### src/rtl/cordic_engine.sv
// Iterative CORDIC engine: rotation mode yields cos/sin of a binary angle,
// vectoring mode yields gained magnitude and phase of an (x, y) vector.
module cordic_engine #(
  parameter int WIDTH = 16,
  parameter int ITER  = 14
) (
  input  logic             Clk_i,
  input  logic             Rst_i,
  input  logic             Start_i,
  input  logic             Mode_i,
  input  logic [WIDTH-1:0] Angle_i,
  input  logic [WIDTH-1:0] X_i,
  input  logic [WIDTH-1:0] Y_i,
  output logic             Busy_o,
  output logic             Done_o,
  output logic [WIDTH-1:0] X_o,
  output logic [WIDTH-1:0] Y_o,
  output logic [WIDTH-1:0] Z_o
);

  localparam int CNT_W = $clog2(ITER + 1);
  localparam int DW    = WIDTH + 2;
  localparam real PI   = 3.14159265358979323846;
  localparam int GAIN_INT = $rtoi(0.6072529 * (2.0 ** (WIDTH - 2)) + 0.5);
  localparam logic signed [DW-1:0] X_GAIN  = DW'(GAIN_INT);
  localparam logic signed [DW-1:0] SAT_MAX = {3'b000, {(WIDTH-1){1'b1}}};
  localparam logic signed [DW-1:0] SAT_MIN = {3'b111, {(WIDTH-1){1'b0}}};
  localparam logic [CNT_W-1:0] LAST_STEP = CNT_W'(ITER);

  typedef enum logic [1:0] {S_IDLE, S_ITER, S_DONE} state_t;

  state_t                state_reg, state_next;
  logic                  load;
  logic [CNT_W-1:0]      cnt_reg;
  logic                  mode_reg;
  logic signed [DW-1:0]  x_reg, y_reg;
  logic [WIDTH-1:0]      z_reg;
  logic [WIDTH-1:0]      x_out_reg, y_out_reg, z_out_reg;

  logic signed [DW-1:0]  x_in_ext, y_in_ext, x_load, y_load, x_shift, y_shift;
  logic [WIDTH-1:0]      z_load;
  logic                  d_pos;

  // Extra entry at index ITER keeps the lookup in range on the output cycle.
  logic [WIDTH-1:0]      atan_tab [ITER+1];

  genvar gi;
  generate
    for (gi = 0; gi <= ITER; gi++) begin : g_atan
      localparam real ANG = $atan(1.0 / (2.0 ** gi)) * (2.0 ** (WIDTH - 1)) / PI;
      localparam int ANG_INT = $rtoi(ANG + 0.5);
      assign atan_tab[gi] = WIDTH'(ANG_INT);
    end
  endgenerate

  function automatic logic [WIDTH-1:0] sat(input logic signed [DW-1:0] v);
    if (v > SAT_MAX) return SAT_MAX[WIDTH-1:0];
    if (v < SAT_MIN) return SAT_MIN[WIDTH-1:0];
    return v[WIDTH-1:0];
  endfunction

  always_comb begin
    x_in_ext = DW'($signed(X_i));
    y_in_ext = DW'($signed(Y_i));
    x_load   = X_GAIN;
    y_load   = '0;
    z_load   = Angle_i;
    if (!Mode_i) begin
      // Angles beyond +/-90 deg start from the mirrored point (-K, 0).
      if (Angle_i[WIDTH-1] != Angle_i[WIDTH-2]) begin
        x_load = -X_GAIN;
        z_load = {~Angle_i[WIDTH-1], Angle_i[WIDTH-2:0]};
      end
    end else if (!X_i[WIDTH-1]) begin
      x_load = x_in_ext;
      y_load = y_in_ext;
      z_load = '0;
    end else begin
      x_load = -x_in_ext;
      y_load = -y_in_ext;
      z_load = {1'b1, {(WIDTH-1){1'b0}}};
    end
    d_pos   = mode_reg ? y_reg[DW-1] : ~z_reg[WIDTH-1];
    x_shift = x_reg >>> cnt_reg;
    y_shift = y_reg >>> cnt_reg;
  end

  always_ff @(posedge Clk_i) begin
    if (Rst_i) state_reg <= S_IDLE;
    else       state_reg <= state_next;
  end

  always_comb begin
    state_next = state_reg;
    load       = 1'b0;
    case (state_reg)
      S_IDLE: if (Start_i) begin
        state_next = S_ITER;
        load       = 1'b1;
      end
      S_ITER: if (cnt_reg == LAST_STEP) state_next = S_DONE;
      S_DONE: begin
        state_next = S_IDLE;
        if (Start_i) begin
          state_next = S_ITER;
          load       = 1'b1;
        end
      end
      default: state_next = S_IDLE;
    endcase
  end

  always_ff @(posedge Clk_i) begin
    if (Rst_i) begin
      cnt_reg   <= '0;
      mode_reg  <= 1'b0;
      x_reg     <= '0;
      y_reg     <= '0;
      z_reg     <= '0;
      x_out_reg <= '0;
      y_out_reg <= '0;
      z_out_reg <= '0;
    end else if (load) begin
      cnt_reg  <= '0;
      mode_reg <= Mode_i;
      x_reg    <= x_load;
      y_reg    <= y_load;
      z_reg    <= z_load;
    end else if (state_reg == S_ITER) begin
      if (cnt_reg != LAST_STEP) begin
        cnt_reg <= cnt_reg + CNT_W'(1);
        if (d_pos) begin
          x_reg <= x_reg - y_shift;
          y_reg <= y_reg + x_shift;
          z_reg <= z_reg - atan_tab[cnt_reg];
        end else begin
          x_reg <= x_reg + y_shift;
          y_reg <= y_reg - x_shift;
          z_reg <= z_reg + atan_tab[cnt_reg];
        end
      end else begin
        x_out_reg <= sat(x_reg);
        y_out_reg <= sat(y_reg);
        z_out_reg <= z_reg;
      end
    end
  end

  assign Busy_o = (state_reg == S_ITER);
  assign Done_o = (state_reg == S_DONE);
  assign X_o    = x_out_reg;
  assign Y_o    = y_out_reg;
  assign Z_o    = z_out_reg;

endmodule

### config.mk
export PLATFORM = sky130hd
export DESIGN_NAME = cordic_engine
export DESIGN_NICKNAME = d
export VERILOG_FILES = /design/src/rtl/cordic_engine.sv
export SDC_FILE = /design/constraint.sdc
export NUM_CORES = 1
export LEC_CHECK = 0
export CORE_ASPECT_RATIO = 0.9
export CORE_UTILIZATION = 30
export CTS_BUF_LIST = sky130_fd_sc_hd__clkbuf_4 sky130_fd_sc_hd__clkbuf_8 sky130_fd_sc_hd__clkbuf_16
export DETAILED_ROUTE_END_ITERATION = 10
export GPL_ROUTABILITY_DRIVEN = 0
export PLACE_DENSITY_LB_ADDON = 0.25
export SYNTH_ARGS = -nofsm -noshare
export SYNTH_HDL_FRONTEND = slang
export SYNTH_SLANG_ARGS = --single-unit
### constraint.sdc
create_clock -name Clk_i -period 12.9 [get_ports Clk_i]
set_input_delay 1.935 -clock Clk_i [delete_from_list [all_inputs] [get_ports Clk_i]]
set_output_delay 1.935 -clock Clk_i [all_outputs]
set_load 0.01 [all_outputs]
==> results_dict.tcl, run 1 <==
set metrics [dict create \
    cts_tree "built" \
    cts_sinks 107 \
    clkLatencyLatePin_ps 370 \
    synth_top_area_cell "dfxtp_1" \
    core_area_um2 33300 \
    ys_warn_count 0 \
    placement_rows 63 \
    dp_slack_ps 7020 \
    synth_enable_flop_cells 0 \
    vdd_drop_max_mv 0.0649 \
    hold_buffers 0 \
    drv_slew 0 \
    fmax_ghz 0.167 \
    tightestPinTransition_ps 1110 \
    clk_pin_slew_ps 80 \
    drt_iter0_drc 1111 \
    syn_area_um2 10300 \
    grt_pass1_wl_mm 55.0 \
    detail_route.wl_per_cell_um 19.1 \
    min_period_ps 5980 \
    crit_slowest_cell "dfxtp_1" \
    slew_headroom_pct 25.5 \
    cp_max_fo 30 \
    yosysTopAreaCellShare_pct 20.8 \
    crit_chain "buf_4 -> mux2_2 -> nand3_1 -> o221ai_1 -> o32ai_1 -> a21oi_1 -> xnor2_1 -> ha_1 -> a21oi_1 -> nand2_1 -> and2_1 -> a2111oi_0 -> o31ai_1 -> or4_1 -> o311a_1 -> xnor2_1 -> a2111oi_0" \
    grt_max_degree 73 \
    hpwl_mm 25.9 \
    drt-vias-per-instance 5.52 \
    firstDrtPassIters 5 \
    clock_path_buffers 2 \
    drive_gt1_share_pct 8.44 \
    final_nets 1496 \
    syn_avg_cell_area_um2 7.66 \
    ant_nets 0 \
    path_class "register to register" \
    final-setup-viol-count 0 \
    cp.required_ps 13150 \
    cp-end-kind "register" \
    yosysSeqAreaShare_pct 20.8 \
    layout_setup_ws_ps 6920 \
    ctsResizeCount 0 \
    netlist_instances 1344 \
    fin_crit_sh_pct 46.3 \
    drt-total-wl_mm 35.3 \
    layout_commonest_cell "nand2_1" \
    rsz0062_at_grt "no" \
    via_count 10200 \
    dp.cells 1825 \
    async_flop_share_pct 0 \
    antenna_found_initial 0 \
    drv_cap 0 \
    synth_nets 1459 \
    mostFrequentLayoutCells "170 x nand2_1, 145 x a21oi_1, 115 x o21ai_0" \
    slowest_delay_ps 930 \
    cp-start-kind "register" \
    setup-tns-final_ps 0 \
    ys_ff_latch 107 \
    first_global_vias 9313 \
    cts_setup_buffers 0 \
    yosysUniqueCellTypes 79 \
    htree_levels 3 \
    io_buffers 101 \
    dieArea_um2 35100 \
    remaining_drc_errors 0 \
    numCtsBuffers 9 \
    syn_to_final_growth_pct 15.8 \
    initial_utilization_pct 30.9 \
    worstHoldPathType "register to register" \
    crit_arrival_ps 6230 \
    synth.area.top_cells "dfxtp_1 21%, ha_1 7.3%, a21oi_1 7.1%, mux4_2 6.3%, nand2_1 6.2%" \
    synth_ff_type "dfxtp_1" \
    grt.overflow.total 0 \
    ios 102 \
    grt_usage_pct 20.0 \
    n_antenna_cell 0 \
    clock_skew_ps 15.3 \
    status "finished clean" \
    die_x_um 197 \
    die_y_um 178 \
    cts-root-buf "clkbuf_16" \
    total_leakage_power_nw 4.32 \
    power_density_nw_per_um2 145 \
    fillCellCount 3492 \
    hold_violations 0 \
    stdcell_count 1841 \
]
## power breakdown
part	switching [mW]	leakage, nW	total (mW)	internal (mW)
sequential	0.0924	0.874	0.454	0.362
clock	0.146	0.141	0.287	0.141
combinational	0.552	3.31	0.992	0.440
total	0.790	4.32	1.73	0.943
## through the flow
| step | hold WS [ps] | util, % | cell area [um2] | power, mW |
|---|---|---|---|---|
| after floorplan | 445 | - | 10300 | 1.18 |
| after global placement | 443 | 34.9 | 11600 | 1.42 |
| after detailed placement | 447 | 34.9 | 11600 | 1.42 |
| after CTS | 458 | 35.7 | 11900 | 1.72 |
| after global routing | 471 | 35.7 | 11900 | 1.86 |
| final | 453 | 35.7 | 11900 | 1.73 |
## worst max-delay path, delay by kind of cell, from the launching register on
family | cells | cell delay [ps]
AOI/OAI and AO/OA | 8 | 2640
xor gates and xnor gates | 2 | 300
adders and majority gates | 1 | 340
buffers and inverters | 1 | 470
DFF | 1 | 930
muxes | 1 | 390
and+or+nand+nor | 4 | 800
## synthesized netlist by cell type (all sizes together), types with 12 or more instances
library cell	number
ha	60
inv	37
a21o	12
nor2	99
o31ai	15
nand3	20
xor2	45
nand2	170
and2	16
buf	35
o211ai	13
clkbuf	60
mux2i	22
a221oi	14
nand2b	14
nor3	40
o21ai	116
nor2b	19
dfxtp	107
mux4	31
mux2	22
a21oi	146
xnor2	67
## per-layer routing
layer,routed length (um),track usage [%],vias to the layer above
met4,588,4.88,0
met3,2530,3.36,33
met5,0,0,-
met1,18000,31.3,4813
li1,-,-,4959
met2,14100,27.6,361
## cell families after synthesis
logic type | after synthesis | share of synthesized area [%]
AND/OR/NAND/NOR | 432 | 19.4
buffers and inverters | 132 | 5.36
multiplexers | 75 | 11.4
XOR/XNOR | 112 | 9.53
AO/OA/AOI/OAI | 423 | 25.6
adder cells (fa/ha/maj) | 63 | 7.88
flip-flops | 107 | 20.8
## final timing paths
kind                            from                     end  slack, ps  cells after the start
max          cnt_reg[2]$_SDFFE_PP0P_  y_reg[16]$_SDFFE_PP0P_       6920                     17
min              Y_o[0]$_SDFFE_PP0P_     Y_o[0]$_SDFFE_PP0P_        450                      2
max reg2reg  cnt_reg[2]$_SDFFE_PP0P_  y_reg[16]$_SDFFE_PP0P_       6920                     17
min reg2reg      Y_o[0]$_SDFFE_PP0P_     Y_o[0]$_SDFFE_PP0P_        450                      2
## area by class of cell
class / count / area [um2] / area share, %
clock inverter: 6 / 57.6 / 0.483
multi-input combinational: 1105 / 7610 / 63.9
sequential: 107 / 2140 / 18.0
clock buffer: 10 / 239 / 2.01
tap: 455 / 569 / 4.78
timing repair buffer: 121 / 1160 / 9.72
inverter: 37 / 139 / 1.17
Note: power is estimated with default switching activity, not from simulation.
==> run 2, diff against run 1 <==
clock period = 5.6 ns   (was 12.9 ns; I/O delays follow)
==> run 2 against run 1 <==
Against the previous run:
- flip-flop and latch count stayed put
- clock-buffer cell count is 2 higher
- critical endpoint is now x_reg[17]$_SDFFE_PP0P_
- highest routed layer unchanged
- sequential share of layout area is 0.44 points lower
==> results_dict.tcl, run 2 (synthesized netlist as in run 1, its figures left out) <==
set metrics [dict create \
    final-setup-viol-count 0 \
    vdd_drop_max_mv 0.193 \
    grt.overflow.total 0 \
    final_core_util_pct 36.8 \
    reg2regPathDepth 18 \
    io_buffers 101 \
    path_class "register to register" \
    ant_nets 0 \
    hold_violations 0 \
    clock_skew_ps 9.38 \
    numCtsBuffers 9 \
    status "finished clean" \
    clk_pin_slew_ps 70 \
    crit_buf_inv 1 \
    crit_chain "buf_12 -> mux4_2 -> mux2_2 -> o21ai_0 -> nand4_1 -> or4_4 -> and3_2 -> a211o_1 -> o21ai_0 -> ha_1 -> and3_1 -> a221oi_1 -> nor3b_1 -> a21oi_1 -> a21o_1 -> a31o_2 -> xnor2_1 -> a21oi_1" \
    clock_path_buffers 2 \
    slew_headroom_pct 24.7 \
    drt-vias-per-instance 5.55 \
    dieArea_um2 35100 \
    hold_path_startpoint "X_o[0]$_SDFFE_PP0P_" \
    power_density_nw_per_um2 342 \
    clkLatencyLatePin_ps 370 \
    fin_crit_sh_pct 92.9 \
    core_area_um2 33300 \
    cp_max_fo 33 \
    min_period_ps 5200 \
    via_count 10400 \
    crit_arrival_ps 5450 \
    r2r_setup_slack_ps 400 \
    n_antenna_cell 0 \
    antenna_found_initial 0 \
    total_leakage_power_nw 4.53 \
    slowest_delay_ps 550 \
    hold_depth 2 \
    first_global_vias 9481 \
    reg2reg_to "x_reg[17]$_SDFFE_PP0P_" \
    ctsResizeCount 0 \
    mostFrequentLayoutCells "170 x nand2_1, 145 x a21oi_1, 115 x o21ai_0" \
    drive_gt1_share_pct 10.8 \
    rsz0062_at_grt "no" \
    detail_route.wl_per_cell_um 19.8 \
    grt_max_degree 59 \
    crit_slowest_cell "or4_4" \
    htree_levels 3 \
    cts_setup_buffers 0 \
    remaining_drc_errors 0 \
    drv_cap 0 \
    setup-tns-final_ps 0 \
    fillCellCount 3491 \
    firstDrtPassIters 5 \
    grt_usage_pct 21.2 \
    layout_commonest_cell "nand2_1" \
    drv_slew 0 \
    cts_tree "built" \
    placement_rows 63 \
    drt-total-wl_mm 37.0 \
    initial_utilization_pct 30.9 \
    hpwl_mm 28.4 \
    p_total_mw 4.19 \
    cp.required_ps 5850 \
    cp-start-kind "register" \
    fmax_ghz 0.192 \
    cts_sinks 107 \
    dp_slack_ps 193 \
    cts-root-buf "clkbuf_16" \
    grt_pass1_wl_mm 56.8 \
    tightestPinTransition_ps 1120 \
    ios 102 \
    die_x_um 197 \
    cp-end-kind "register" \
    drt_iter0_drc 992 \
    critical_path.top_delay_family "compound AO/OA/AOI/OAI gates" \
    final_nets 1530 \
    r2r_start "cnt_reg[1]$_SDFFE_PP0P_" \
    syn_to_final_growth_pct 19.1 \
    layout_setup_ws_ps 400 \
    die_y_um 178 \
    holdPathEnd "X_o[0]$_SDFFE_PP0P_" \
    hold_buffers 0 \
    worstHoldPathType "register to register" \
]
[run 2: cell count changes in the layout (fill, tap and decap cells not counted), sizes merged]
cell,delta
clkinvlp,-2
clkbuf,+2
inv,-3
bufinv,+3
buf,+34
[run 2: how the worst max path moves through the flow]
stage                                  from                endpoint  cells past startpoint
floorplan           cnt_reg[1]$_SDFFE_PP0P_  y_reg[16]$_SDFFE_PP0P_                     21
global placement    cnt_reg[0]$_SDFFE_PP0P_  y_reg[16]$_SDFFE_PP0P_                     17
detailed placement  cnt_reg[0]$_SDFFE_PP0P_  y_reg[16]$_SDFFE_PP0P_                     17
CTS                 cnt_reg[0]$_SDFFE_PP0P_  y_reg[16]$_SDFFE_PP0P_                     17
global route        cnt_reg[1]$_SDFFE_PP0P_  x_reg[17]$_SDFFE_PP0P_                     18
finish              cnt_reg[1]$_SDFFE_PP0P_  x_reg[17]$_SDFFE_PP0P_                     18
[run 2: worst min-delay path: cells and delay by family (launching register included)]
kind            cells  cell delay [ps]
flops               1              310
simple gates        1               50
compound gates      1               50
[run 2: final cells by class]
| type | instances | area [um2] | area share (%) |
|---|---|---|---|
| Multi-Input combinational cell | 1105 | 7610 | 62.1 |
| Sequential cell | 107 | 2150 | 17.6 |
| Timing Repair Buffer | 155 | 1440 | 11.7 |
| Tap cell | 455 | 569 | 4.64 |
| Clock buffer | 12 | 248 | 2.02 |
| Inverter | 37 | 139 | 1.13 |
| Clock inverter | 4 | 98.8 | 0.806 |
[run 2: stage by stage]
stage	hold slack (ps)	cell area [um2]	cells
2_1_floorplan	445	10300	1344
3_3_place_gp	440	11900	1859
3_5_place_dp	446	11900	1859
4_1_cts	455	12200	1875
5_1_grt	467	12300	1875
6_report	450	12300	1875
[run 2: per-layer routing]
metal  global-route usage, %  part of all wire, %  vias up
met1                    32.1                   50     4903
met4                    7.04                  2.6        0
met5                       0                    0        -
met2                    28.8                   39      413
met3                    4.52                  8.2       55
li1                        -                    -     5028
[run 2: where the power goes]
| group | total, mW | internal, mW | switching (mW) |
|---|---|---|---|
| logic | 2.40 | 1.06 | 1.34 |
| clock network | 0.770 | 0.454 | 0.316 |
| registers | 1.02 | 0.833 | 0.189 |
